$ cat src/rtl/icache_axi_read_bridge_pkg.sv
`default_nettype none
// ============================================================================
// Module      : icache_axi_read_bridge_pkg
// Description : Shared instruction-cache definitions. Holds the bridge state
//               encoding, AXI constants and the line-offset width helper.
// Revision    : 1.0 - initial release
// ============================================================================
package icache_axi_read_bridge_pkg;

  // Bridge transaction phases
  typedef enum logic [1:0] {
    S_IDLE = 2'd0,
    S_AR   = 2'd1,
    S_R    = 2'd2,
    S_RET  = 2'd3
  } bridge_state_t;

  localparam logic [1:0] AXI_BURST_INCR = 2'b01;
  localparam logic [2:0] AXI_SIZE_4B    = 3'b010;
  localparam logic [1:0] AXI_RESP_OKAY  = 2'b00;

  // Byte-offset width of one cache line. The cache uses the same helper, so
  // both sides always agree on line alignment.
  function automatic int line_off_width(input int line_word_num);
    return $clog2(4 * line_word_num);
  endfunction

endpackage
`default_nettype wire

$ cat src/rtl/icache_axi_read_bridge_line_assembler.sv
`default_nettype none
// ============================================================================
// Module      : line_assembler
// Description : Collects 32-bit read beats into a cache-line-wide register.
//               The beat counter saturates on the last slot, so surplus beats
//               overwrite that slot. Slots not written keep old contents.
// Revision    : 1.0 - initial release
// ============================================================================
module line_assembler #(
  parameter int LINE_WORD_NUM = 4
) (
  input  logic                       clk,
  input  logic                       resetn,
  input  logic                       clear,
  input  logic                       beat_valid,
  input  logic [31:0]                beat_data,
  output logic [32*LINE_WORD_NUM-1:0] line_data
);

  localparam int CNT_W = (LINE_WORD_NUM > 1) ? $clog2(LINE_WORD_NUM) : 1;
  localparam logic [CNT_W-1:0] CNT_MAX = CNT_W'(LINE_WORD_NUM - 1);

  logic [CNT_W-1:0] cnt;

  // Beat counter: restart per transaction, saturate at the last slot
  always_ff @(posedge clk) begin
    if (!resetn) begin
      cnt <= '0;
    end else if (clear) begin
      cnt <= '0;
    end else if (beat_valid && (cnt != CNT_MAX)) begin
      cnt <= cnt + CNT_W'(1);
    end
  end

  for (genvar i = 0; i < LINE_WORD_NUM; i++) begin : g_slot
    logic [31:0] slot_q;

    // Slot register: capture the beat addressed by the counter
    always_ff @(posedge clk) begin
      if (!resetn) begin
        slot_q <= '0;
      end else if (beat_valid && (cnt == CNT_W'(i))) begin
        slot_q <= beat_data;
      end
    end

    assign line_data[32*i +: 32] = slot_q;
  end

endmodule
`default_nettype wire

$ cat src/rtl/icache_axi_read_bridge.sv
`default_nettype none
// ============================================================================
// Module      : icache_axi_read_bridge
// Description : Read-only AXI4 master for the instruction cache. Turns one
//               line refill or uncached word read into a single INCR burst,
//               one transaction outstanding at a time.
// Revision    : 1.0 - initial release
// ============================================================================
module icache_axi_read_bridge
  import icache_axi_read_bridge_pkg::*;
#(
  parameter int                  LINE_WORD_NUM = 4,
  parameter int                  ID_WIDTH      = 4,
  parameter logic [ID_WIDTH-1:0] AXI_ID        = '0
) (
  input  logic                        clk,
  input  logic                        resetn,
  input  logic                        line_rd_req,
  input  logic [31:0]                 line_rd_addr,
  output logic                        line_rd_rdy,
  output logic                        line_ret_valid,
  output logic [32*LINE_WORD_NUM-1:0] line_ret_data,
  input  logic                        unc_rd_req,
  input  logic [31:0]                 unc_rd_addr,
  output logic                        unc_rd_rdy,
  output logic                        unc_ret_valid,
  output logic [31:0]                 unc_ret_data,
  output logic                        bus_err,
  output logic [ID_WIDTH-1:0]         arid,
  output logic [31:0]                 araddr,
  output logic [7:0]                  arlen,
  output logic [2:0]                  arsize,
  output logic [1:0]                  arburst,
  output logic                        arvalid,
  input  logic                        arready,
  input  logic [ID_WIDTH-1:0]         rid,
  input  logic [31:0]                 rdata,
  input  logic [1:0]                  rresp,
  input  logic                        rlast,
  input  logic                        rvalid,
  output logic                        rready
);

  localparam int          OFF       = line_off_width(LINE_WORD_NUM);
  localparam logic [31:0] LINE_MASK = ~((32'd1 << OFF) - 32'd1);
  localparam logic [7:0]  LINE_LEN  = 8'(LINE_WORD_NUM - 1);

  bridge_state_t state, state_n;
  logic          is_line, is_line_n;
  logic          err, err_n;
  logic          accept;
  logic          beat;
  logic          unused_inputs;

  // rid is not checked and only rresp[1] distinguishes an error response
  assign unused_inputs = ^{rid, rresp[0]};

  // Acceptance is a pure decode of IDLE and the request lines; line wins
  assign line_rd_rdy = (state == S_IDLE) && line_rd_req;
  assign unc_rd_rdy  = (state == S_IDLE) && unc_rd_req && !line_rd_req;
  assign accept      = line_rd_rdy || unc_rd_rdy;
  assign beat        = (state == S_R) && rvalid;

  assign arid    = AXI_ID;
  assign arsize  = AXI_SIZE_4B;
  assign arburst = AXI_BURST_INCR;

  // Next-state, request kind and sticky error flag
  always_comb begin
    state_n   = state;
    is_line_n = is_line;
    err_n     = err;
    case (state)
      S_IDLE: begin
        if (accept) begin
          state_n   = S_AR;
          is_line_n = line_rd_rdy;
          err_n     = 1'b0;
        end
      end
      S_AR: begin
        if (arready) state_n = S_R;
      end
      S_R: begin
        if (rvalid) begin
          if (rresp[1]) err_n = 1'b1;
          if (rlast)    state_n = S_RET;
        end
      end
      S_RET: begin
        state_n = S_IDLE;
      end
      default: begin
        state_n = S_IDLE;
      end
    endcase
  end

  // State register and registered control outputs derived from next state
  always_ff @(posedge clk) begin
    if (!resetn) begin
      state          <= S_IDLE;
      is_line        <= 1'b0;
      err            <= 1'b0;
      arvalid        <= 1'b0;
      rready         <= 1'b0;
      line_ret_valid <= 1'b0;
      unc_ret_valid  <= 1'b0;
      bus_err        <= 1'b0;
    end else begin
      state          <= state_n;
      is_line        <= is_line_n;
      err            <= err_n;
      arvalid        <= (state_n == S_AR);
      rready         <= (state_n == S_R);
      line_ret_valid <= (state_n == S_RET) && is_line_n;
      unc_ret_valid  <= (state_n == S_RET) && !is_line_n;
      bus_err        <= (state_n == S_RET) && err_n;
    end
  end

  // AR fields are captured at acceptance so they stay stable while stalled
  always_ff @(posedge clk) begin
    if (!resetn) begin
      araddr       <= '0;
      arlen        <= '0;
      unc_ret_data <= '0;
    end else begin
      if (accept) begin
        araddr <= line_rd_rdy ? (line_rd_addr & LINE_MASK)
                              : {unc_rd_addr[31:2], 2'b00};
        arlen  <= line_rd_rdy ? LINE_LEN : 8'd0;
      end
      if (beat && !is_line) begin
        unc_ret_data <= rdata;
      end
    end
  end

  line_assembler #(
    .LINE_WORD_NUM (LINE_WORD_NUM)
  ) u_line_assembler (
    .clk        (clk),
    .resetn     (resetn),
    .clear      (accept),
    .beat_valid (beat && is_line),
    .beat_data  (rdata),
    .line_data  (line_ret_data)
  );

endmodule
`default_nettype wire

$ cat config.mk
export PLATFORM = sky130hd
export DESIGN_NAME = icache_axi_read_bridge
export DESIGN_NICKNAME = d
export VERILOG_FILES = /design/src/rtl/icache_axi_read_bridge_pkg.sv /design/src/rtl/icache_axi_read_bridge_line_assembler.sv /design/src/rtl/icache_axi_read_bridge.sv
export SDC_FILE = /design/constraint.sdc
export NUM_CORES = 1
export LEC_CHECK = 0
export CORE_ASPECT_RATIO = 2
export CORE_MARGIN = 4
export CORE_UTILIZATION = 40
export CTS_CLUSTER_SIZE = 24
export DETAILED_ROUTE_END_ITERATION = 10
export PLACE_DENSITY_LB_ADDON = 0.05
export SYNTH_ARGS = -nofsm -noshare
export SYNTH_HDL_FRONTEND = slang
export SYNTH_SLANG_ARGS = --single-unit
$ cat constraint.sdc
create_clock -name clk -period 3.9 [get_ports clk]
set_clock_uncertainty 0.2 [all_clocks]
set_input_delay 0.39 -clock clk [delete_from_list [all_inputs] [get_ports clk]]
set_output_delay 0.39 -clock clk [all_outputs]
set_load 0.01 [all_outputs]
==> results of run 1 <==
## worst max-delay path, delay by kind of cell, from the launching register on
family	cells	cell delay, ns
buffers and inverters	2	0.92
flip-flops	1	0.43
AND/OR/NAND/NOR	1	0.30
## kinds of logic (layout without fill, tap and decap cells)
logic type      Yosys count  count (layout)
compound gates           79              79
fa+ha+maj                 4               4
buf+inv                  77             344
flops                   202             202
mux                     128             128
other cells               2              17
simple gates            250             250
## worst min path at each step
stage                                                             startpoint                                                 end  slack, ns
after global placement     u_line_assembler.g_slot[0].slot_q[3]$_SDFFE_PN0P_   u_line_assembler.g_slot[0].slot_q[3]$_SDFFE_PN0P_       0.24
after detailed placement  u_line_assembler.g_slot[2].slot_q[29]$_SDFFE_PN0P_  u_line_assembler.g_slot[2].slot_q[29]$_SDFFE_PN0P_       0.25
after global routing                                                  resetn   u_line_assembler.g_slot[3].slot_q[0]$_SDFFE_PN0P_       0.21
after CTS                                                             resetn   u_line_assembler.g_slot[0].slot_q[0]$_SDFFE_PN0P_       0.18
final                                                                 resetn   u_line_assembler.g_slot[0].slot_q[2]$_SDFFE_PN0P_       0.19
after floorplan                                               err$_SDFF_PN0_                                      err$_SDFF_PN0_       0.24
## report_power, final
| group | internal (W) | switching, W | leakage, nW |
|---|---|---|---|
| sequential | 0.00211 | 0.0000268 | 1.63 |
| combinational | 0.000211 | 0.000175 | 3.06 |
| clock | 0.00102 | 0.000762 | 0.295 |
## cell usage after synthesis, types with 2 or more instances
cell type and number:
dfxtp_1 202, nand2_1 167, mux2i_1 128, o21ai_0 37
nand3_1 33, buf_4 31, clkbuf_1 30, a221o_1 28
and3_1 28, nor2_1 9, a21oi_1 8, buf_6 7
buf_1 4, ha_1 4, inv_1 3, o21a_1 3
buf_2 2, conb_1 2, nor3b_1 2
## metal layers
metal	vias to the layer above	share of wire [%]	GRT usage, %
met5	-	0	0
met4	0	2.4	5.91
met3	30	7.9	6.07
met2	220	52	37.9
met1	2794	38	21.1
li1	3046	-	-
## through the flow
stage	util (%)	instances
after floorplan	-	757
after global placement	57.0	1207
after detailed placement	57.0	1207
after CTS	60.2	1240
after global routing	60.2	1240
final	60.2	1240
## final cells by class
type	instances	area, um2	share of cell area, %
well taps	216	270	2.44
inverters	3	11.3	0.102
multi-input cells	478	3090	27.9
flip-flops and latches	202	4040	36.5
clock inverters	6	55.1	0.497
clock buffers	27	536	4.84
repair buffers	308	3070	27.7
## cells in the final DEF, fill, tap and decap left out, drive strengths merged, types with 2 or more instances in the layout
cell,Yosys,final
a21oi,8,8
a221o,28,28
and3,28,28
buf,44,13
clkbuf,30,27
clkdlybuf4s50,0,295
clkinv,0,5
conb,2,17
dfxtp,202,202
ha,4,4
inv,3,3
mux2i,128,128
nand2,167,167
nand3,33,33
nor2,9,9
nor3b,2,2
o21a,3,3
o21ai,37,37
## registers in the layout (all words and copies together) (netlist names)
| name | count |
|---|---|
| u_line_assembler.g_slot.slot_q | 128 |
| is_line | 1 |
| arlen | 1 |
| state | 2 |
| unc_ret_valid | 1 |
| bus_err | 1 |
| u_line_assembler.cnt | 2 |
| arvalid | 1 |
| unc_ret_data | 32 |
| err | 1 |
| rready | 1 |
| araddr | 30 |
| line_ret_valid | 1 |
==> flow_summary.ini, run 1 <==
[run_status]
status = complete, no violations

[critical_path]
cp_cell_sequence = nor4b_4, buf_4, clkdlybuf4s50_1
regToRegEndpoint = u_line_assembler.g_slot[2].slot_q[30]$_SDFFE_PN0P_
worstSetupPathType = register to output pin
crit_arrival_ns = 2.14
critPathLaunchType = register
cp_slowest_cell = clkdlybuf4s50_1
rrSetupSlack_ns = 1.50
r2r-start = state[1]$_SDFF_PN0_
critPathLaunch = state[1]$_SDFF_PN0_
critPathMaxFanout = 31
max_stage_delay_ns = 0.60
cp.required_ns = 3.31
rr_worst_depth = 4
cp-endpoint = unc_rd_rdy
critPathCaptureType = output pin

[synth]
ys_ff_latch = 202
synth_compound_area_share_pct = 7.32
synthMuxAreaShare_pct = 17.1
synth_cells = 742
synth-xor-area-share_pct = 0
synth.avg_cell_area_um2 = 10.1
ys_warn_count = 0
synth_top_family_by_area = multiplexers
yosys-top-cells-area = dfxtp_1, mux2i_1, nand2_1, a221o_1, buf_4
yosys.area.top_type_share_pct = 53.9
synth.distinct_cells = 33
synth_enable_flop_cells = 0
ys_seq_area_share_pct = 53.9
synth_top_area_cell = dfxtp_1
postSynth.topFlopCell = dfxtp_1
synthesis.area_um2 = 7500
synth-async-reset-ratio_pct = 0
yosys.area_share.simple_pct = 14.8
synth_fa_ha_area_share_pct = 0.667

[timing]
fmax_mhz = 367
fin_ws_ns = 1.17
setup_viol_count_final = 0
drv_slew = 0
setup_tns_ns = 0
rsz0062_at_grt = no
min_period_over_period_pct = 69.9
worstMarginPinSlew_ns = 0.825
hold_viol_final = 0
timing.hold.ws_ns = 0.188
relSlewSlack_pct = 44.8
period_needed_ns = 2.73

[cts]
post_cts_buffers = 0
numCtsBuffers = 19
cts_resized = 0
clk_pin_slew_ns = 0.06
cts.path.max_buffers = 3
htreeDepth = 1
cts-hold-fix-buffers = 0
clock_latency_ns = 0.48
cts-root-buf = clkbuf_16
cts_tree = done
cts_sinks = 202

[floorplan]
dieArea_um2 = 21100
fp.dieW_um = 105
die_h_um = 202
start_util_pct = 40.8
core-area_um2 = 18400
ioPinCount = 325
rows = 70

[layout]
design_area_um2 = 11100
insertedDiodeCount = 0
fin_nets = 1125
fill_cells = 1601
final_layout_size_suffix_gt1_share_pct = 4.79
area_growth_pct = 47.6

[run]
max_cap_violations = 0

[detailed_routing]
dr.first_iter.drc_count = 179
antenna_left = 0
num_vias = 6090
drc = 0
routed_wl_um = 22200
firstDrtPassIters = 4
wl_per_cell_um = 17.9
vias_per_cell = 4.91

[global_route]
grt_max_degree = 80
antenna_found_initial = 0
grt_pass1_vias = 6178
grt.total_usage_pct = 20.1
grt_pass1_wl_um = 34500
overflow = 0

[power]
ir_drop_uv = 301
power.density_nw_per_um2 = 389
p_leak_nw = 4.98
power_w = 0.00430

[placed_design]
port-buffer-count = 296
place_area_um2 = 10500
dp_hpwl_um = 15600
place.gp.congestion = 0.769
place_worst_setup_slack_ns = 1.02

[min_path]
hold_depth = 3
hold_class = input port to register
Note: power is estimated with default switching activity, not from simulation.
==> run 2: changes to the inputs <==
==> constraint.sdc (replaced) <==
create_clock -name clk -period 2.8 [get_ports clk]
set_clock_uncertainty 0.2 [all_clocks]
set_input_delay 0.28 -clock clk [delete_from_list [all_inputs] [get_ports clk]]
set_output_delay 0.28 -clock clk [all_outputs]
set_load 0.01 [all_outputs]
==> run 2 against run 1 <==
Net effect: non-clock buffer count is 4 higher; die area did not move; power grew 39%; clock power rose by 39%; via count grew 0.89%; critical path type unchanged; largest power group unchanged.
==> flow_summary.ini, run 2 (synthesis gave the netlist of run 1 again) <==
[run_status]
status = complete, no violations

[floorplan]
ioPinCount = 325
rows = 70
start_util_pct = 40.8
fp.dieW_um = 105
die_h_um = 202
dieArea_um2 = 21100
core-area_um2 = 18400

[layout]
fin_nets = 1129
final_layout_size_suffix_gt1_share_pct = 4.97
reg.largest.list = u_line_assembler.g_slot.slot_q (128), unc_ret_data (32), araddr (30)
final_common_cell = clkdlybuf4s50_1
fin_util_pct = 60.4
area_growth_pct = 48.2
insertedDiodeCount = 0
final_cell_mix = clkdlybuf4s50_1, dfxtp_1, nand2_1
top_register = u_line_assembler.g_slot.slot_q
largest_reg_flops = 128

[critical_path]
critPathLaunchType = register
rrSetupSlack_ns = 0.61
rr_worst_depth = 3
critPathMaxFanout = 10
cp.required_ns = 2.32
worstSetupPathType = register to output pin
r2r-start = state[1]$_SDFF_PN0_
critPathLaunch = state[1]$_SDFF_PN0_
crit_arrival_ns = 1.84
critPathCaptureType = output pin
cp-endpoint = unc_rd_rdy
regToRegEndpoint = araddr[12]$_SDFFE_PN0P_

[timing]
fmax_mhz = 432
relSlewSlack_pct = 29.2
period_needed_ns = 2.32
rsz0062_at_grt = no
drv_slew = 0
setup_tns_ns = 0
setup_viol_count_final = 0
worstMarginPinSlew_ns = 1.06
hold_viol_final = 0
min_period_over_period_pct = 82.7

[cts]
cts-root-buf = clkbuf_16
cts_tree = done
clk_pin_slew_ns = 0.06
clock_latency_ns = 0.47
htreeDepth = 1
cts_sinks = 202
cts.path.max_buffers = 3
numCtsBuffers = 19

[global_route]
overflow = 0
grt.total_usage_pct = 20.1
grt_pass1_vias = 6075
grt_max_degree = 94
grt_pass1_wl_um = 34500
antenna_found_initial = 0

[detailed_routing]
antenna_left = 0
num_vias = 6144
vias_per_cell = 4.95
drc = 0
routed_wl_um = 22000
wl_per_cell_um = 17.7
dr.first_iter.drc_count = 196
firstDrtPassIters = 4

[placed_design]
dp_hpwl_um = 15700
port-buffer-count = 296
place.gp.congestion = 0.753

[power]
combPwrFrac_pct = 9.0
p_int_w = 0.00462
power.share.clock_pct = 41.2
p_sw_w = 0.00135
seqPwrFrac_pct = 49.7
p_leak_nw = 5.00
power.density_nw_per_um2 = 538
netSwitchingFraction_pct = 22.6
ir_drop_uv = 496

[min_path]
hold_class = input port to register

[run]
max_cap_violations = 0
==> run 2: cell count changes in the layout (fill, tap and decap cells not counted) <==
cell / delta
buf_12: +2
buf_4: +1
clkbuf_1: -1
clkbuf_8: -1
clkinv_2: -1
dlygate4sd3_1: +1
inv_6: +1
==> run 2: how the worst min path moves through the flow <==
stage          depth (start not counted)                                               start  slack, ns                                            endpoint
2_1_floorplan                          2                                            rresp[1]       0.20                                  bus_err$_SDFF_PN0_
3_3_place_gp                           2  u_line_assembler.g_slot[1].slot_q[31]$_SDFFE_PN0P_       0.24  u_line_assembler.g_slot[1].slot_q[31]$_SDFFE_PN0P_
3_5_place_dp                           2  u_line_assembler.g_slot[1].slot_q[23]$_SDFFE_PN0P_       0.25  u_line_assembler.g_slot[1].slot_q[23]$_SDFFE_PN0P_
4_1_cts                                3                                      unc_rd_addr[3]       0.15                              araddr[3]$_SDFFE_PN0P_
5_1_grt                                3                                      unc_rd_addr[2]       0.17                              araddr[2]$_SDFFE_PN0P_
6_report                               3                                      unc_rd_addr[2]       0.17                              araddr[2]$_SDFFE_PN0P_
==> run 2: worst max-delay path, stage by stage, from the launching register on <==
cell,delay (ns)
dfxtp_1,0.44
nor4b_4,0.33
clkdlybuf4s50_1,0.60
==> run 2: per-layer routing <==
metal	up-vias	wire length [um]	GRT usage, %
li1	3046	-	-
met1	2849	8440	22.3
met2	219	11400	37.1
met3	30	1780	6.04
met4	0	381	4.65
met5	-	0	0
==> run 2: final cells by class <==
| type | instances | area (um2) |
|---|---|---|
| clock inverters | 6 | 58.8 |
| multi-input cells | 478 | 3090 |
| inverters | 3 | 11.3 |
| fillers | 1632 | 7280 |
| flip-flops and latches | 202 | 4040 |
| repair buffers | 312 | 3120 |
| well taps | 216 | 270 |
| clock buffers | 25 | 518 |
==> run 2: timing repair <==
item | CTS | global route
hold endpoints to repair | 2 | 0
setup buffers | 0 | 0
resized for setup | 0 | 0
endpoints found under the setup margin | 0 | 0
hold buffers | 1 | 0
==> run 2: power groups by stage <==
| stage | Clock [W] | Sequential, W | Combinational (W) |
|---|---|---|---|
| after floorplan | 0 | 0.00305 | 0.000233 |
| after global placement | 0 | 0.00304 | 0.000540 |
| after detailed placement | 0 | 0.00304 | 0.000543 |
| after CTS | 0.00253 | 0.00297 | 0.000547 |
| after global routing | 0.00266 | 0.00298 | 0.000583 |
| final | 0.00247 | 0.00297 | 0.000540 |
==> run 2: stage by stage <==
| step | hold WS [ns] | total power (W) | setup WS (ns) | std cells | instance area (um2) |
|---|---|---|---|---|---|
| floorplan | 0.196 | 0.00329 | 1.06 | 757 | 7560 |
| global placement | 0.244 | 0.00358 | 0.380 | 1210 | 10500 |
| detailed placement | 0.250 | 0.00358 | 0.369 | 1210 | 10500 |
| CTS | 0.150 | 0.00605 | 0.451 | 1242 | 11100 |
| global route | 0.167 | 0.00622 | 0.364 | 1242 | 11100 |
| finish | 0.171 | 0.00598 | 0.483 | 1242 | 11100 |
==> run 3: changes to the inputs <==
--- a/config.mk
+++ b/config.mk
@@ -7,7 +7,7 @@
 export LEC_CHECK = 0
 export CORE_ASPECT_RATIO = 2
 export CORE_MARGIN = 4
-export CORE_UTILIZATION = 40
+export CORE_UTILIZATION = 38
 export CTS_CLUSTER_SIZE = 24
 export DETAILED_ROUTE_END_ITERATION = 10
 export PLACE_DENSITY_LB_ADDON = 0.05
==> constraint.sdc (replaced) <==
create_clock -name clk -period 2.11 [get_ports clk]
set_clock_uncertainty 0.2 [all_clocks]
set_input_delay 0.211 -clock clk [delete_from_list [all_inputs] [get_ports clk]]
set_output_delay 0.211 -clock clk [all_outputs]
set_load 0.01 [all_outputs]
==> run 3 against run 2 <==
Net effect: final area increased by 3.3%; non-clock buffer count increased by 10; final cell count increased by 4.7%; count of clock-buffer cells in the layout increased by 6; register-to-register slack got worse by 0.23 ns; combinational power increased by 39%; die area increased by 5.0%; sequential share of layout area decreased by 1.2 points; hold slack got worse by 0.075 ns; clock power increased by 51%; global-route usage decreased by 0.39 points; highest routed layer unchanged.
==> flow_summary.ini, run 3 (synthesis gave the netlist of run 1 again) <==
[timing]
drv_slew = 0
fin_ws_ns = 0.185
setup_viol_count_final = 0
min_period_over_period_pct = 91.2
fmax_mhz = 519
rsz0062_at_grt = no
timing.hold.ws_ns = 0.0962
hold_viol_final = 0
setup_tns_ns = 0
period_needed_ns = 1.92

[floorplan]
core-area_um2 = 19400
dieArea_um2 = 22200
ioPinCount = 325
die_h_um = 207
fp.dieW_um = 107
start_util_pct = 38.7
rows = 72

[power]
power.density_nw_per_um2 = 735
ir_drop_uv = 634
p_leak_nw = 5.18

[detailed_routing]
drc = 0
antenna_left = 0
routed_wl_um = 22700
vias_per_cell = 4.77
firstDrtPassIters = 4
num_vias = 6197
dr.first_iter.drc_count = 199
wl_per_cell_um = 17.5

[layout]
final_common_cell = clkdlybuf4s50_1
final_layout_size_suffix_gt1_share_pct = 7.01
top_register = u_line_assembler.g_slot.slot_q
reg.largest.list = u_line_assembler.g_slot.slot_q (128), unc_ret_data (32), araddr (30)
largest_reg_flops = 128
final_cell_mix = clkdlybuf4s50_1, dfxtp_1, nand2_1
insertedDiodeCount = 0
fin_util_pct = 59.3
fin_nets = 1140
area_growth_pct = 53.1
design_area_um2 = 11500

[placed_design]
port-buffer-count = 296
dp_hpwl_um = 16400
place.gp.congestion = 0.713
place_area_um2 = 10800
place_worst_setup_slack_ns = -0.0246

[critical_path]
cp_slowest_cell = dfxtp_2
critPathLaunchType = register
critPathCaptureType = output pin
max_stage_delay_ns = 0.38
cp_cell_sequence = nor4b_4, dlygate4sd2_1
crit_arrival_ns = 1.51
critPathMaxFanout = 11
cp.required_ns = 1.70
worstSetupPathType = register to output pin

[global_route]
grt_max_degree = 67
antenna_found_initial = 0
grt.total_usage_pct = 19.7
overflow = 0
grt_pass1_vias = 6140
grt_pass1_wl_um = 34700

[min_path]
hold_class = input port to register

[cts]
cts_sinks = 202
cts.path.max_buffers = 3
cts_tree = done
cts-root-buf = clkbuf_16
htreeDepth = 1
clk_pin_slew_ns = 0.06
clock_latency_ns = 0.48
numCtsBuffers = 20

[run_status]
status = complete, no violations

[run]
max_cap_violations = 0
[run 3: cell count changes in the layout (fill, tap and decap cells not counted), moves of 2 or more]
cell | before | now
buf_12 | 3 | 11
buf_4 | 12 | 14
clkbuf_1 | 4 | 0
clkdlybuf4s50_1 | 295 | 293
dlygate4sd2_1 | 0 | 2
dfxtp_1 | 202 | 200
clkbuf_8 | 2 | 10
dfxtp_2 | 0 | 2
clkbuf_16 | 19 | 21
[run 3: area by class of cell]
class | instances | area, um2
sequential | 202 | 4050
fill | 1698 | 7880
tap | 259 | 324
inverter | 3 | 11.3
timing repair buffer | 322 | 3300
multi-input combinational | 478 | 3100
clock buffer | 31 | 663
clock inverter | 5 | 50.0
[run 3: power by group]
part           leakage, nW  switching (W)  internal (W)  total (W)
sequential            1.63      0.0000533       0.00390    0.00395
combinational         3.18       0.000329      0.000419   0.000749
clock                0.360        0.00146       0.00228    0.00374
[run 3: critical path, delay by kind of cell (launching register included)]
kind	cells	cell delay, ns
flip-flops	1	0.38
AND/OR/NAND/NOR	1	0.33
buffers and inverters	1	0.32
[run 3: path summary, 6_finish.rpt]
path | cells after the start | from | to | slack, ns
worst min-delay path | 3 | unc_rd_addr[2] | araddr[2]$_SDFFE_PN0P_ | 0.1
worst max register to register | 4 | state[1]$_SDFF_PN0_ | araddr[26]$_SDFFE_PN0P_ | 0.38
worst max-delay path | 2 | state[0]$_SDFF_PN0_ | unc_rd_rdy | 0.19
worst min register to register | 2 | u_line_assembler.g_slot[2].slot_q[6]$_SDFFE_PN0P_ | u_line_assembler.g_slot[2].slot_q[6]$_SDFFE_PN0P_ | 0.26
[run 3: routing by layer]
layer,routed length (um),track usage (%)
met5,0,0
met1,8390,21.4
met2,12000,37.2
met4,438,4.83
met3,1890,5.48
[run 3: stage by stage]
stage | cells | power, W
2_1_floorplan | 757 | 0.00436
3_3_place_gp | 1263 | 0.00479
3_5_place_dp | 1263 | 0.00479
4_1_cts | 1300 | 0.00858
5_1_grt | 1300 | 0.00876
6_report | 1300 | 0.00844
[run 3: what timing repair did]
action,CTS,global route
setup endpoints to repair,2,0
buffers inserted,0,0
resized for setup,5,0
hold buffers,1,0
hold endpoints to repair,19,0
